File: src/rtl/instruction_fetch_pkg.sv
// Shared types and constants for the instruction fetch slice.
package instruction_fetch_pkg;

    localparam int unsigned XLEN = 32;
    localparam logic [XLEN-1:0] NOP_WORD = 32'h0000_0013;

    typedef enum logic [1:0] {
        ST_RUN   = 2'd0,
        ST_FLUSH = 2'd1,
        ST_HALT  = 2'd2
    } state_e;

    typedef struct packed {
        logic [XLEN-1:0] iword;
        logic [XLEN-1:0] pc;
    } ibuf_entry_t;

endpackage

File: src/rtl/ifetch_fifo.sv
// Parameterised synchronous shift FIFO; entry 0 is always the head so the
// head payload and its valid bit come straight from flops.
module ifetch_fifo #(
    parameter int unsigned DEPTH = 2,
    parameter int unsigned WIDTH = 32,
    localparam int unsigned CW = $clog2(DEPTH + 1)
) (
    input  logic             clk,
    input  logic             rst_n,
    input  logic             clear,
    input  logic             push,
    input  logic [WIDTH-1:0] wdata,
    input  logic             pop,
    output logic [WIDTH-1:0] head,
    output logic             head_valid,
    output logic [CW-1:0]    count
);

    logic [DEPTH-1:0][WIDTH-1:0] mem_q, mem_d;
    logic [DEPTH-1:0]            vld_q, vld_d;
    logic [CW-1:0]               cnt_q, cnt_d;
    logic [CW-1:0]               wr_idx;
    logic                        pop_eff;

    assign pop_eff    = pop && vld_q[0];
    assign head       = mem_q[0];
    assign head_valid = vld_q[0];
    assign count      = cnt_q;

    // Shift on pop, then write the new entry just behind the last valid one.
    always_comb begin
        mem_d  = mem_q;
        vld_d  = vld_q;
        cnt_d  = cnt_q + CW'(push) - CW'(pop_eff);
        wr_idx = cnt_q - CW'(pop_eff);
        if (pop_eff) begin
            for (int unsigned i = 0; i + 1 < DEPTH; i++) begin
                mem_d[i] = mem_q[i+1];
                vld_d[i] = vld_q[i+1];
            end
            vld_d[DEPTH-1] = 1'b0;
        end
        if (push) begin
            for (int unsigned i = 0; i < DEPTH; i++) begin
                if (CW'(i) == wr_idx) begin
                    mem_d[i] = wdata;
                    vld_d[i] = 1'b1;
                end
            end
        end
        if (clear) begin
            vld_d = '0;
            cnt_d = '0;
        end
    end

    // Storage registers.
    always_ff @(posedge clk or negedge rst_n) begin
        if (!rst_n) begin
            mem_q <= '0;
            vld_q <= '0;
            cnt_q <= '0;
        end else begin
            mem_q <= mem_d;
            vld_q <= vld_d;
            cnt_q <= cnt_d;
        end
    end

endmodule

File: src/rtl/instruction_fetch.sv
// Instruction fetch stage: credit-limited request issue, in-order response
// buffering, redirect flush and misaligned-target halt.
// Optional build macro IFETCH_PERF_EN adds the perf_fetch_count output.
module instruction_fetch
    import instruction_fetch_pkg::*;
#(
    parameter logic [XLEN-1:0] RESET_PC  = 32'h0000_0000,
    parameter int unsigned     BUF_DEPTH = 2
) (
    input  logic            clk,
    input  logic            rst_n,
    output logic            imem_req_valid,
    input  logic            imem_req_ready,
    output logic [XLEN-1:0] imem_req_addr,
    input  logic            imem_rsp_valid,
    input  logic [XLEN-1:0] imem_rsp_data,
    input  logic            redirect_valid,
    input  logic [XLEN-1:0] redirect_pc,
    output logic            out_valid,
    input  logic            out_ready,
    output logic [XLEN-1:0] out_iword,
    output logic [XLEN-1:0] out_pc,
    output logic            misalign
`ifdef IFETCH_PERF_EN
    ,
    output logic [XLEN-1:0] perf_fetch_count
`endif
);

    localparam int unsigned CW = $clog2(BUF_DEPTH + 1);
    localparam int unsigned SW = CW + 1;

    state_e          state_q, state_d;
    logic [XLEN-1:0] fetch_pc_q, fetch_pc_d;
    logic            req_valid_q, req_valid_d;
    logic [CW-1:0]   outstanding_q, outstanding_d;
    logic [CW-1:0]   discard_q, discard_d;
    logic            misalign_q, misalign_d;

    logic            req_acc, rsp_live, out_pop, buf_push;
    logic [SW-1:0]   occ_next, credit_used;
    ibuf_entry_t     buf_wdata, buf_head;
    logic            buf_head_valid;
    logic [CW-1:0]   buf_count;
    logic [XLEN-1:0] pcq_head;
    logic            pcq_head_valid;
    logic [CW-1:0]   unused_pcq_count;

    assign req_acc   = req_valid_q && imem_req_ready;
    assign rsp_live  = imem_rsp_valid && (outstanding_q != '0);
    assign out_pop   = buf_head_valid && out_ready;
    assign buf_push  = rsp_live && (state_q == ST_RUN) && !redirect_valid && pcq_head_valid;
    assign buf_wdata = '{iword: imem_rsp_data, pc: pcq_head};

    // Instruction buffer holding {iword, pc} for decode.
    ifetch_fifo #(
        .DEPTH (BUF_DEPTH),
        .WIDTH ($bits(ibuf_entry_t))
    ) u_ibuf (
        .clk        (clk),
        .rst_n      (rst_n),
        .clear      (redirect_valid),
        .push       (buf_push),
        .wdata      (buf_wdata),
        .pop        (out_pop),
        .head       (buf_head),
        .head_valid (buf_head_valid),
        .count      (buf_count)
    );

    // Addresses of accepted requests, matched to responses in order.
    ifetch_fifo #(
        .DEPTH (BUF_DEPTH),
        .WIDTH (XLEN)
    ) u_pcq (
        .clk        (clk),
        .rst_n      (rst_n),
        .clear      (redirect_valid),
        .push       (req_acc),
        .wdata      (fetch_pc_q),
        .pop        (buf_push),
        .head       (pcq_head),
        .head_valid (pcq_head_valid),
        .count      (unused_pcq_count)
    );

    // Next-state, fetch PC, credit and redirect handling.
    always_comb begin
        state_d       = state_q;
        fetch_pc_d    = req_acc ? fetch_pc_q + XLEN'(4) : fetch_pc_q;
        outstanding_d = outstanding_q + CW'(req_acc) - CW'(rsp_live);
        discard_d     = discard_q;
        misalign_d    = misalign_q;
        occ_next      = SW'(buf_count) + SW'(buf_push) - SW'(out_pop);

        case (state_q)
            ST_FLUSH: begin
                if (discard_q == '0) begin
                    state_d = ST_RUN;
                end else if (rsp_live) begin
                    discard_d = discard_q - CW'(1);
                end
            end
            ST_HALT: begin
                if (rsp_live && (discard_q != '0)) begin
                    discard_d = discard_q - CW'(1);
                end
            end
            default: ;
        endcase

        if (redirect_valid) begin
            fetch_pc_d = {redirect_pc[XLEN-1:2], 2'b00};
            misalign_d = (redirect_pc[1:0] != 2'b00);
            discard_d  = outstanding_d;
            occ_next   = '0;
            if (redirect_pc[1:0] != 2'b00) begin
                state_d = ST_HALT;
            end else if (outstanding_d == '0) begin
                state_d = ST_RUN;
            end else begin
                state_d = ST_FLUSH;
            end
        end

        credit_used = SW'(outstanding_d) + occ_next;
        req_valid_d = (state_d == ST_RUN) && (credit_used < SW'(BUF_DEPTH));
    end

    // State and control registers.
    always_ff @(posedge clk or negedge rst_n) begin
        if (!rst_n) begin
            state_q       <= ST_RUN;
            fetch_pc_q    <= RESET_PC;
            req_valid_q   <= 1'b0;
            outstanding_q <= '0;
            discard_q     <= '0;
            misalign_q    <= 1'b0;
        end else begin
            state_q       <= state_d;
            fetch_pc_q    <= fetch_pc_d;
            req_valid_q   <= req_valid_d;
            outstanding_q <= outstanding_d;
            discard_q     <= discard_d;
            misalign_q    <= misalign_d;
        end
    end

    assign imem_req_valid = req_valid_q;
    assign imem_req_addr  = fetch_pc_q;
    assign out_valid      = buf_head_valid;
    assign out_iword      = buf_head.iword;
    assign out_pc         = buf_head.pc;
    assign misalign       = misalign_q;

`ifdef IFETCH_PERF_EN
    logic [XLEN-1:0] perf_q, perf_d;

    // Count instructions handed to decode.
    always_comb begin
        perf_d = perf_q;
        if (out_pop) begin
            perf_d = perf_q + XLEN'(1);
        end
    end

    // Performance counter register.
    always_ff @(posedge clk or negedge rst_n) begin
        if (!rst_n) begin
            perf_q <= '0;
        end else begin
            perf_q <= perf_d;
        end
    end

    assign perf_fetch_count = perf_q;
`else
    // Performance counter not built.
`endif

endmodule
File: config.mk
export PLATFORM = sky130hd
export DESIGN_NAME = instruction_fetch
export DESIGN_NICKNAME = d
export VERILOG_FILES = /design/src/rtl/instruction_fetch_pkg.sv /design/src/rtl/ifetch_fifo.sv /design/src/rtl/instruction_fetch.sv
export SDC_FILE = /design/constraint.sdc
export NUM_CORES = 1
export LEC_CHECK = 0
export ABC_AREA = 1
export CORE_MARGIN = 2
export CORE_UTILIZATION = 28
export CTS_CLUSTER_DIAMETER = 80
export DETAILED_ROUTE_END_ITERATION = 7
export PLACE_DENSITY = 0.54
export RECOVER_POWER = 50
export SETUP_SLACK_MARGIN = 0.15
export SLEW_MARGIN = 15
export SYNTH_ARGS = -nofsm -noshare
export SYNTH_HDL_FRONTEND = slang
export SYNTH_SLANG_ARGS = --single-unit
File: constraint.sdc
create_clock -name clk -period 6.7 [get_ports clk]
set_input_delay 1.34 -clock clk [delete_from_list [all_inputs] [get_ports clk]]
set_output_delay 1.34 -clock clk [all_outputs]
set_load 0.05 [all_outputs]
==> results of run 1 <==
-- worst max-delay path, cell delays in order --
cell	delay (ns)
dlygate4sd3_1	0.52
buf_4	0.38
clkinvlp_2	0.67
nand2_2	0.28
nor2_4	0.06
nand2_4	0.48
inv_1	0.23
ha_1	0.24
inv_1	0.06
or2_2	0.13
nand3_2	0.80
o211ai_1	0.41
o21ai_0	0.15
-- per-stage QoR --
stage	power [uW]	instances	hold WS [ns]	util	cell area, um2
floorplan	3670	1454	0.454	-	11500
global placement	4150	2026	0.466	0.322	13100
detailed placement	4180	2026	0.474	0.322	13100
CTS	5840	2078	0.489	0.346	14100
global route	6090	2078	0.509	0.346	14100
finish	5730	2078	0.486	0.346	14100
-- power groups by stage --
stage	sequential [uW]	combinational [uW]	clock, uW
floorplan	2120	1550	0
global placement	2050	2100	0
detailed placement	2060	2120	0
CTS	2040	2130	1670
global route	2080	2280	1730
finish	2030	2080	1620
-- sequential cells by signal, summed over array words and instances (netlist names) --
name            flops
u_ibuf.vld_q        2
outstanding_q       2
u_ibuf.head        64
state_q             2
imem_req_valid      1
u_pcq.vld_q         2
u_pcq.count         2
misalign            1
u_pcq.head         32
discard_q           2
u_ibuf.mem_q       64
u_ibuf.count        2
u_pcq.mem_q        30
imem_req_addr      30
-- layer usage --
layer / GRT usage / part of all wire / up-vias / wire length (um)
met5: 0 / 0 / - / 0
met4: 0.0362 / 0.018 / 0 / 536
met3: 0.0241 / 0.046 / 37 / 1360
met2: 0.205 / 0.42 / 195 / 12500
met1: 0.205 / 0.51 / 4244 / 15100
li1: - / - / 4679 / -
-- cells in the mapped netlist (2+ instances only) --
| library cell | number | area, um2 |
|---|---|---|
| nand2_1 | 535 | 2010 |
| dfrtp_1 | 236 | 5910 |
| inv_1 | 142 | 533 |
| o21ai_1 | 123 | 616 |
| o21ai_0 | 92 | 460 |
| buf_4 | 79 | 593 |
| nor2_1 | 55 | 206 |
| nand3_1 | 48 | 240 |
| o211ai_1 | 34 | 255 |
| clkbuf_1 | 28 | 105 |
| buf_2 | 17 | 85.1 |
| a21oi_1 | 10 | 50.1 |
| ha_1 | 10 | 125 |
| buf_6 | 7 | 78.8 |
| xor2_1 | 6 | 52.6 |
| nand4_1 | 4 | 25.0 |
| buf_1 | 3 | 11.3 |
| o21bai_1 | 3 | 22.5 |
| and2_1 | 2 | 12.5 |
| fa_1 | 2 | 40.0 |
| nor3_1 | 2 | 10.0 |
| xnor2_1 | 2 | 17.5 |
-- kinds of logic (layout without fill, tap and decap cells) --
family          Yosys count  after routing  synth area share
flops                   236            236             0.512
simple gates            651            651             0.220
xor+xnor                  8              8           0.00607
fa+ha+maj                12             12            0.0143
compound gates          266            266             0.124
buf+inv                 279            371             0.123
other cells               1              2          0.000325
-- worst max-delay path by stage --
stage / end / depth (start not counted) / startpoint / slack [ns]
2_1_floorplan: imem_req_valid$_DFF_PN0_ / 12 / out_ready / 3.16
3_3_place_gp: u_pcq.head[25]$_DFF_PN0_ / 13 / redirect_valid / 1.33
3_5_place_dp: u_pcq.head[4]$_DFF_PN0_ / 13 / redirect_valid / 1.23
4_1_cts: u_pcq.head[4]$_DFF_PN0_ / 13 / redirect_valid / 1.82
5_1_grt: u_pcq.head[4]$_DFF_PN0_ / 13 / redirect_valid / 0.78
6_report: u_pcq.head[4]$_DFF_PN0_ / 13 / redirect_valid / 1.33
-- area by class of cell --
cell class                      instances  area [um2]
Clock inverter                         10         144
Inverter                              144         542
Tap cell                              532         666
Fill cell                            4277       26700
Sequential cell                       236        5910
Multi-Input combinational cell        939        4250
Timing Repair Buffer                  175        1740
Clock buffer                           42         845
==> impl_metrics.yaml, run 1 <==
setup_path:
  critPathKind: "primary input to flip-flop"
  cp-end-kind: "flip-flop"
  reg2reg_depth: 9
  cp.required_ns: 7.09
  reg2reg_slack_ns: 3.33
  r2r-end: "u_pcq.head[4]$_DFF_PN0_"
  critPathMaxFanout: 64
  cp-start-kind: "primary input"
  r2r_start: "outstanding_q[1]$_DFF_PN0_"
  worstPathArrival_ns: 5.77
sta:
  min_period_over_period: 0.802
  max_freq_mhz: 186
  setup_viol: 0
  setup-tns-final_ns: 0
  skew_ns: 0.0363
  fin_ws_ns: 1.33
  hold_viol: 0
  rsz0062_at_grt: "no"
  worstMarginPinSlew_ns: 2.80
  fin_crit_ns: 5.37
  relSlewSlack: -0.866
  maxSlewViolCount: 109
logic_synthesis:
  synth-edff-count: 0
  synth_seq_cells: 236
  ys_seq_area_frac: 0.512
  synthFlopType: "dfrtp_1"
  synth.distinct_cells: 35
  syn_area_um2: 11500
  syn_inst: 1453
  yosysWarnings: 0
  synth.avg_cell_area_um2: 7.94
  async_flop_share: 1.00
power_and_ir_drop:
  intPower_uw: 3470
  p_seq_frac: 0.355
  comb_power_share: 0.363
  cellPowerDensity_nw_per_um2: 407
  switching_power_uw: 2260
  p_leak_uw: 0.00687
  sw_frac_of_total: 0.395
  ir_drop_v: 0.000195
  power_frac_clock: 0.283
global_route:
  grt_max_degree: 129
  grt_overflow: 0
  grt_first_pass_wirelength_um: 48600
  antenna_found_initial: 0
  grt_pass1_vias: 8845
  grtUsageTotal: 0.137
drt:
  drtPass1Iterations: 5
  vias: 9155
  wl_per_cell_um: 14.2
  routed_wl_um: 29500
  drtAntennaViolNets: 0
  drt-initial-drc-count: 570
  route.detailed.drc: 0
  viasPerCell: 4.41
min_path:
  hold_path.startpoint: "u_pcq.mem_q[62]$_DFFE_PN0P_"
  min_to: "u_pcq.mem_q[62]$_DFFE_PN0P_"
  hold_path_class: "flip-flop to flip-flop"
  hold_path_depth: 2
clock_network:
  cts_sinks: 236
  cts_max_path_buffers: 3
  post_cts_buffers: 0
  htree_levels: 1
  cts_buffers: 29
  root_buffer: "clkbuf_16"
  cts_tree: "yes"
  clk_pin_slew_worst_paths_ns: 0.06
  insertion_delay_ns: 0.59
  cts-resized-gates: 0
  hold_buffers: 0
cells_and_area:
  final_common_cell: "nand2_1"
  syn_to_final_growth_pct: 22.0
  fin_nets: 1607
  layout_common_cells: "nand2_1 (532), dfrtp_1 (236), inv_1 (141), clkdlybuf4s50_1 (126), o21ai_1 (123)"
  diodes: 0
  drive_gt1_frac: 0.0446
outcome:
  status: "complete, but fails checks"
  violations: "max-capacitance violations, max-slew violations"
place:
  gp_congestion: 0.846
  portBuffers: 166
  dp_slack_ns: 1.23
  dp_hpwl_um: 19400
floorplanning:
  initial_utilization: 0.283
  dieArea_um2: 42900
  num_rows: 74
  die_w_um: 207
  core_area_um2: 40700
  chipHeight_um: 207
  io_pins: 169
flow_run:
  maxCapViolCount: 1
(Power assumes the default switching activity.)
==> run 2, diff against run 1 <==
--- a/config.mk
+++ b/config.mk
@@ -10,7 +10,7 @@
 export CORE_UTILIZATION = 28
 export CTS_CLUSTER_DIAMETER = 80
 export DETAILED_ROUTE_END_ITERATION = 7
-export PLACE_DENSITY = 0.54
+export PLACE_DENSITY = 0.55
 export RECOVER_POWER = 50
 export SETUP_SLACK_MARGIN = 0.15
 export SLEW_MARGIN = 15
==> constraint.sdc (replaced) <==
create_clock -name clk -period 4.6 [get_ports clk]
set_input_delay 0.92 -clock clk [delete_from_list [all_inputs] [get_ports clk]]
set_output_delay 0.92 -clock clk [all_outputs]
set_load 0.05 [all_outputs]
==> impl_metrics.yaml, run 2 (synthesized netlist as in run 1, its figures left out) <==
place:
  portBuffers: 166
  gp_congestion: 0.833
  dp_hpwl_um: 19500
global_route:
  busiest_layer: "met1"
  use_met2: 0.202
  grt_pass1_vias: 8781
  grt_use_met1: 0.204
  grt_first_pass_wirelength_um: 48300
  grt_overflow: 0
  antenna_found_initial: 0
  grt_max_degree: 130
  gr-usage-met3: 0.0268
  grtUsageTotal: 0.137
sta:
  max_freq_mhz: 276
  relSlewSlack: -1.13
  hold_viol: 0
  rsz0062_at_grt: "no"
  maxSlewViolCount: 126
  min_period_over_period: 0.787
  worstMarginPinSlew_ns: 3.20
  setup_viol: 0
  fin_crit_ns: 3.62
  skew_ns: 0.0170
  setup-tns-final_ns: 0
clock_network:
  hold_buffers: 0
  cts_sinks: 236
  post_cts_buffers: 0
  cts-resized-gates: 0
  cts_tree: "yes"
  cts_max_path_buffers: 3
  insertion_delay_ns: 0.55
  root_buffer: "clkbuf_16"
  cts_buffers: 28
  htree_levels: 1
  clk_pin_slew_worst_paths_ns: 0.06
floorplanning:
  chipHeight_um: 207
  num_rows: 74
  die_w_um: 207
  dieArea_um2: 42900
  core_area_um2: 40700
  initial_utilization: 0.283
  io_pins: 169
cells_and_area:
  syn_to_final_growth_pct: 21.6
  fin_nets: 1609
  final_util: 0.345
  drive_gt1_frac: 0.0433
  nFillCells: 4300
  diodes: 0
  final_common_cell: "nand2_1"
  layout_common_cells: "nand2_1 (533), dfrtp_1 (236), clkdlybuf4s50_1 (158), inv_1 (141), o21ai_1 (116)"
setup_path:
  path_cells: "dlygate4sd3_1, clkinvlp_2, nand2_1, nor2_1, nand2_4, clkbuf_2, nor2_1, nand2_4, buf_12, nand2_1, o21ai_1"
  crit_path_top_delay_cell: "clkbuf_2"
  critPathMaxFanout: 65
  r2r-end: "u_ibuf.head[35]$_DFF_PN0_"
  worstPathArrival_ns: 4.04
  slowest_delay_ns: 0.66
  cp-end-kind: "flip-flop"
  crit_buf_inv: 4
  crit_family: "buffers and inverters"
  reg2reg_slack_ns: 1.58
  r2r_start: "outstanding_q[1]$_DFF_PN0_"
  cp.required_ns: 5.02
  critPathKind: "primary input to flip-flop"
  reg2reg_depth: 8
  cp-start-kind: "primary input"
min_path:
  hold_path.startpoint: "u_pcq.mem_q[47]$_DFFE_PN0P_"
  min_to: "u_pcq.mem_q[47]$_DFFE_PN0P_"
  hold_path_class: "flip-flop to flip-flop"
  hold_path_depth: 2
drt:
  vias: 9035
  routed_wl_um: 29300
  viasPerCell: 4.35
  route.detailed.drc: 0
  drt-initial-drc-count: 544
  drtPass1Iterations: 5
  drtAntennaViolNets: 0
  wl_per_cell_um: 14.1
flow_run:
  maxCapViolCount: 1
power_and_ir_drop:
  ir_drop_v: 0.000296
  cellPowerDensity_nw_per_um2: 586
  p_leak_uw: 0.00676
outcome:
  status: "complete, but fails checks"
  violations: "max-capacitance violations, max-slew violations"
[run 2: cell types whose count changed in the layout (fill, tap and decap cells not counted), sizes merged]
cell           delta
clkinv            +3
clkinvlp          +2
clkbuf            -4
bufinv            -1
buf               +1
inv               -1
clkdlybuf4s50    +32
dlygate4sd3      -32
[run 2: worst max-delay path by stage]
stage	slack [ns]	to	depth (start not counted)	startpoint
6_report	0.98	u_ibuf.head[35]$_DFF_PN0_	11	redirect_valid
5_1_grt	0.57	u_pcq.head[25]$_DFF_PN0_	1	rst_n
4_1_cts	1.46	u_pcq.mem_q[40]$_DFFE_PN0P_	11	redirect_valid
3_5_place_dp	0.88	u_pcq.mem_q[40]$_DFFE_PN0P_	11	redirect_valid
3_3_place_gp	0.97	u_pcq.mem_q[56]$_DFFE_PN0P_	11	redirect_valid
2_1_floorplan	1.48	imem_req_valid$_DFF_PN0_	12	out_ready
[run 2: stage by stage]
step | hold slack [ns] | instances | total power [uW] | setup slack [ns] | area (um2)
6_report | 0.485 | 2078 | 8220 | 0.982 | 14000
5_1_grt | 0.504 | 2078 | 8780 | 0.566 | 14000
4_1_cts | 0.488 | 2078 | 8360 | 1.46 | 14100
3_5_place_dp | 0.474 | 2029 | 6100 | 0.881 | 13200
3_3_place_gp | 0.466 | 2029 | 6050 | 0.970 | 13200
2_1_floorplan | 0.454 | 1454 | 5350 | 1.48 | 11500
[run 2: worst min-delay path, stage by stage (launching register included)]
cell and delay (ns):
dfrtp_1 0.34, nand2_1 0.05, o21ai_0 0.06
[run 2: layout make-up]
cell class / count / area [um2] / area share
clock buffer: 36 / 782 / 0.0557
clock inverter: 13 / 131 / 0.00936
inverter: 144 / 542 / 0.0386
multi-input combinational: 939 / 4240 / 0.302
sequential: 236 / 5910 / 0.421
tap: 532 / 666 / 0.0474
timing repair buffer: 178 / 1780 / 0.127
[run 2: metal layers]
| layer | wire length [um] | vias up | share of wire |
|---|---|---|---|
| met5 | 0 | - | 0 |
| met4 | 550 | 0 | 0.019 |
| met3 | 1460 | 37 | 0.050 |
| met2 | 12300 | 181 | 0.42 |
| met1 | 15000 | 4135 | 0.51 |
| li1 | - | 4682 | - |
[run 2: power breakdown]
group          total [uW]  switching (uW)  leakage (uW)  internal (uW)
logic                3070            2050       0.00317           1020
clock network        2200             891      0.000448           1310
registers            2960             320       0.00314           2640
total                8220            3260       0.00676           4960
==> RTL change 1 (config.mk and constraints of run 2) <==
Add a define of `IFETCH_PERF_EN`.
--- a/src/rtl/instruction_fetch.sv
+++ b/src/rtl/instruction_fetch.sv
@@ -1,6 +1,8 @@
 // Instruction fetch stage: credit-limited request issue, in-order response
 // buffering, redirect flush and misaligned-target halt.
 // Optional build macro IFETCH_PERF_EN adds the perf_fetch_count output.
+`define IFETCH_PERF_EN
+
 module instruction_fetch
     import instruction_fetch_pkg::*;
 #(
Check against the original RTL (old outputs only; new: perf_fetch_count): equivalent (equiv_simple and equiv_induct, registers matched by name and starting in step).
==> RTL change 1 against run 2 <==
  * The run still ends with max-capacitance violations, max-slew violations left
  * Wire length increased by 25%
  * Area after synthesis up 17%
  * Sequential power grew 15%
  * Synthesized cell count rose by 20%
  * Worst setup slack gained 0.055 ns
  * Maximum frequency grew 1.5%
  * Sequential cell count grew 32
  * Design area rose by 20%
  * Combinational power shrank 9.8%
  * Total power up 11%
  * Critical path type unchanged
  * Critical endpoint unchanged
==> RTL change 1: results <==
final_layout:
  final_nets: 1940
  drive_above_1_share_pct: 4.73
yosys:
  synth_compound_area_share_pct: 12.0
  syn_inst: 1739
  seq_area_frac_synth_pct: 49.9
  synth_xor_area_share_pct: 2.15
  synthTopCellsByCount: "547 x nand2_1, 268 x dfrtp_1, 231 x inv_1"
  synth_area_leaders: "dfrtp_1 50%, nand2_1 15%, o21ai_0 8.3%, inv_1 6.4%, buf_4 4.0%"
sta:
  worst_clock_skew_ns: 0.0160
  finalMaxSlewViolations: 294
  tightest_slew_ns: 2.38
  period_minus_slack_ns: 3.56
power_and_ir_drop:
  pwr-share-seq_pct: 37.4
  p_total_w: 0.00911
  ir_drop_v: 0.000216
  p_per_area_mw_per_mm2: 543
  p_leak_nw: 7.68
  pwr-share-comb_pct: 30.4
  p_sw_share_pct: 37.4
detailed_routing:
  wl_met2_microns: 16400
  drtIter0Drc: 715
  wirelength_met1_microns: 17500
  viasPerCell: 4.46
  vias: 11100
global_route:
  grt_pass1_wl_microns: 59400
  track_usage_pct: 14.8
worst_setup_path:
  max_stage_delay_ns: 1.17
  path_max_fanout: 78
outcome:
  violations: "max-capacitance violations, max-slew violations"
  status: "finished with violations"
clocking:
  cts_made_buffers: 36
  htree_levels: 2
flow_run:
  drv_cap: 4
placed_design:
  place_inst: 2434
  port_buffers: 198
  placedInstanceArea_sq_mm: 0.0156
[RTL change 1: worst paths after layout]
path                                 startpoint         endpoint  slack [ns]  cells after the start
worst max register to register  u_ibuf.vld_q[0]  u_ibuf.head[35]        1.55                      7
min in group clk                       misalign         misalign        0.48                      2
worst max-delay path                  out_ready  u_ibuf.head[35]        1.04                      8
worst min register to register         misalign         misalign        0.48                      2
worst min-delay path                      rst_n  u_ibuf.head[43]        0.29                      1
max in group asynchronous                 rst_n  u_ibuf.head[25]        1.63                      2
[RTL change 1: area by class of cell]
type                            instances  share of cell area, %
Clock buffer                           48                   6.23
Clock inverter                         16                   1.23
Inverter                              232                   5.19
Multi-Input combinational cell       1104                   30.1
Sequential cell                       268                   40.0
Tap cell                              615                   4.59
Timing Repair Buffer                  215                   12.6
[RTL change 1: metal layers]
layer	up-vias	global-route usage, %
met5	-	0
met4	0	4.91
met3	50	2.82
met2	257	23.5
met1	5232	20.4
li1	5600	-
==> RTL change 2 (config.mk and constraints of run 2) <==
Made on the original files. Take the reset off `mem_q` and load it in a clocked block of its own.
--- a/src/rtl/ifetch_fifo.sv
+++ b/src/rtl/ifetch_fifo.sv
@@ -57,15 +57,17 @@
     // Storage registers.
     always_ff @(posedge clk or negedge rst_n) begin
         if (!rst_n) begin
-            mem_q <= '0;
             vld_q <= '0;
             cnt_q <= '0;
         end else begin
-            mem_q <= mem_d;
             vld_q <= vld_d;
             cnt_q <= cnt_d;
         end
     end
 
+    always_ff @(posedge clk) begin
+        mem_q <= mem_d;
+    end
+
 endmodule
 
Function: differs if rst_n is asserted again (counterexample within 4 cycles, from zero or initial values and one cycle with rst_n low); with rst_n held inactive, the same outputs for 4 cycles.
==> RTL change 2 against run 2 <==
  * Largest cell class unchanged
  * Design area is 7.1% lower
  * Area after synthesis fell by 8.8%
  * Wire length decreased by 5.7%
  * Critical path type unchanged
  * The run still ends with max-capacitance violations, max-slew violations left
  * Largest power group is now sequential cells
  * Count of clock-buffer cells in the layout grew 4
  * Worst setup slack lost 0.018 ns
  * Total power fell by 8.9%
  * Sequential cell count unchanged
  * Register-to-register slack worse by 0.18 ns
==> RTL change 2: results <==
flow_run:
  drv_cap: 2
detailed_routing:
  wl_met3_microns: 1790
  post_drt_wl_per_cell_microns: 14.9
  wl_met2_microns: 11700
  drtIter0Drc: 308
global_route:
  use_met3_pct: 2.67
  grtUsageMet2_pct: 21.3
  use_met1_pct: 20.5
  grt_pass1_vias: 7828
  grt_pass1_wl_microns: 43900
placed_design:
  gp_congestion: 0.783
  dp_hpwl_microns: 17900
  place_inst: 1798
power_and_ir_drop:
  p_leak_nw: 5.71
  ir_drop_v: 0.000278
  p_sw_share_pct: 37.7
final_layout:
  final_nets: 1437
  drive_above_1_share_pct: 4.72
sta:
  finalMaxSlewViolations: 84
worst_hold_path:
  whs_path_depth: 0
  min_from: "u_pcq.head[31]"
worst_setup_path:
  r2r-end: "u_ibuf.head[31]"
  crit_arrival_ns: 4.03
  path_max_fanout: 66
  reg2reg_depth: 7
yosys:
  synth_flop_cell: "dfxtp_1"
  syn_inst: 1258
  synth_area_leaders: "edfxtp_1 27%, nand2_1 20%, dfxtp_1 18%, dfrtp_1 11%, buf_4 5.2%"
  seq_area_frac_synth_pct: 56.0
outcome:
  violations: "max-capacitance violations, max-slew violations"
  status: "finished with violations"
==> RTL change 2: logic make-up (layout without fill, tap and decap cells) <==
family | count (synthesis) | after routing | synth area share [%]
AND/OR/NAND/NOR | 705 | 705 | 26.0
flip-flops | 236 | 236 | 56.0
buffers and inverters | 184 | 302 | 9.59
AO/OA/AOI/OAI | 109 | 109 | 5.81
adder cells (fa/ha/maj) | 12 | 12 | 1.57
XOR/XNOR | 11 | 11 | 0.916
other | 1 | 2 | 0.0356
==> RTL change 2: critical path: stages <==
cell and delay (ns):
dlygate4sd3_1 0.54, inv_1 0.05, nand2_1 0.08, nor2_1 0.07, nand2_4 0.06, clkbuf_1 1.12
nor2_1 0.18, nand2_2 0.14, buf_4 0.64, o21ai_0 0.19
==> RTL change 2: final cells by class <==
cell class / instances / area, sq um
Timing Repair Buffer: 179 / 1760
Clock buffer: 40 / 837
Clock inverter: 13 / 80.1
Multi-Input combinational cell: 839 / 3610
Fill cell: 3837 / 24300
Inverter: 70 / 263
Tap cell: 474 / 593
Sequential cell: 236 / 5900
==> RTL change 2: power groups by stage <==
stage                     clock [W]  combinational (W)  sequential [W]
after floorplan                   0            0.00172         0.00308
after global placement            0            0.00235         0.00306
after detailed placement          0            0.00238         0.00306
after CTS                   0.00224            0.00239         0.00302
after global routing        0.00232            0.00253         0.00307
final                       0.00216            0.00233         0.00301
==> RTL change 2: through the flow <==
step                      utilization [%]  hold WS, ns  instance area (sq um)  setup slack [ns]  power [W]
after floorplan                         -        0.408                  10500             0.858    0.00480
after global placement               32.5        0.422                  12100             0.919    0.00541
after detailed placement             32.5        0.431                  12100             0.827    0.00544
after CTS                            35.0        0.446                  13100              1.40    0.00765
after global routing                 34.9        0.457                  13000             0.553    0.00792
final                                34.9        0.443                  13000             0.964    0.00749
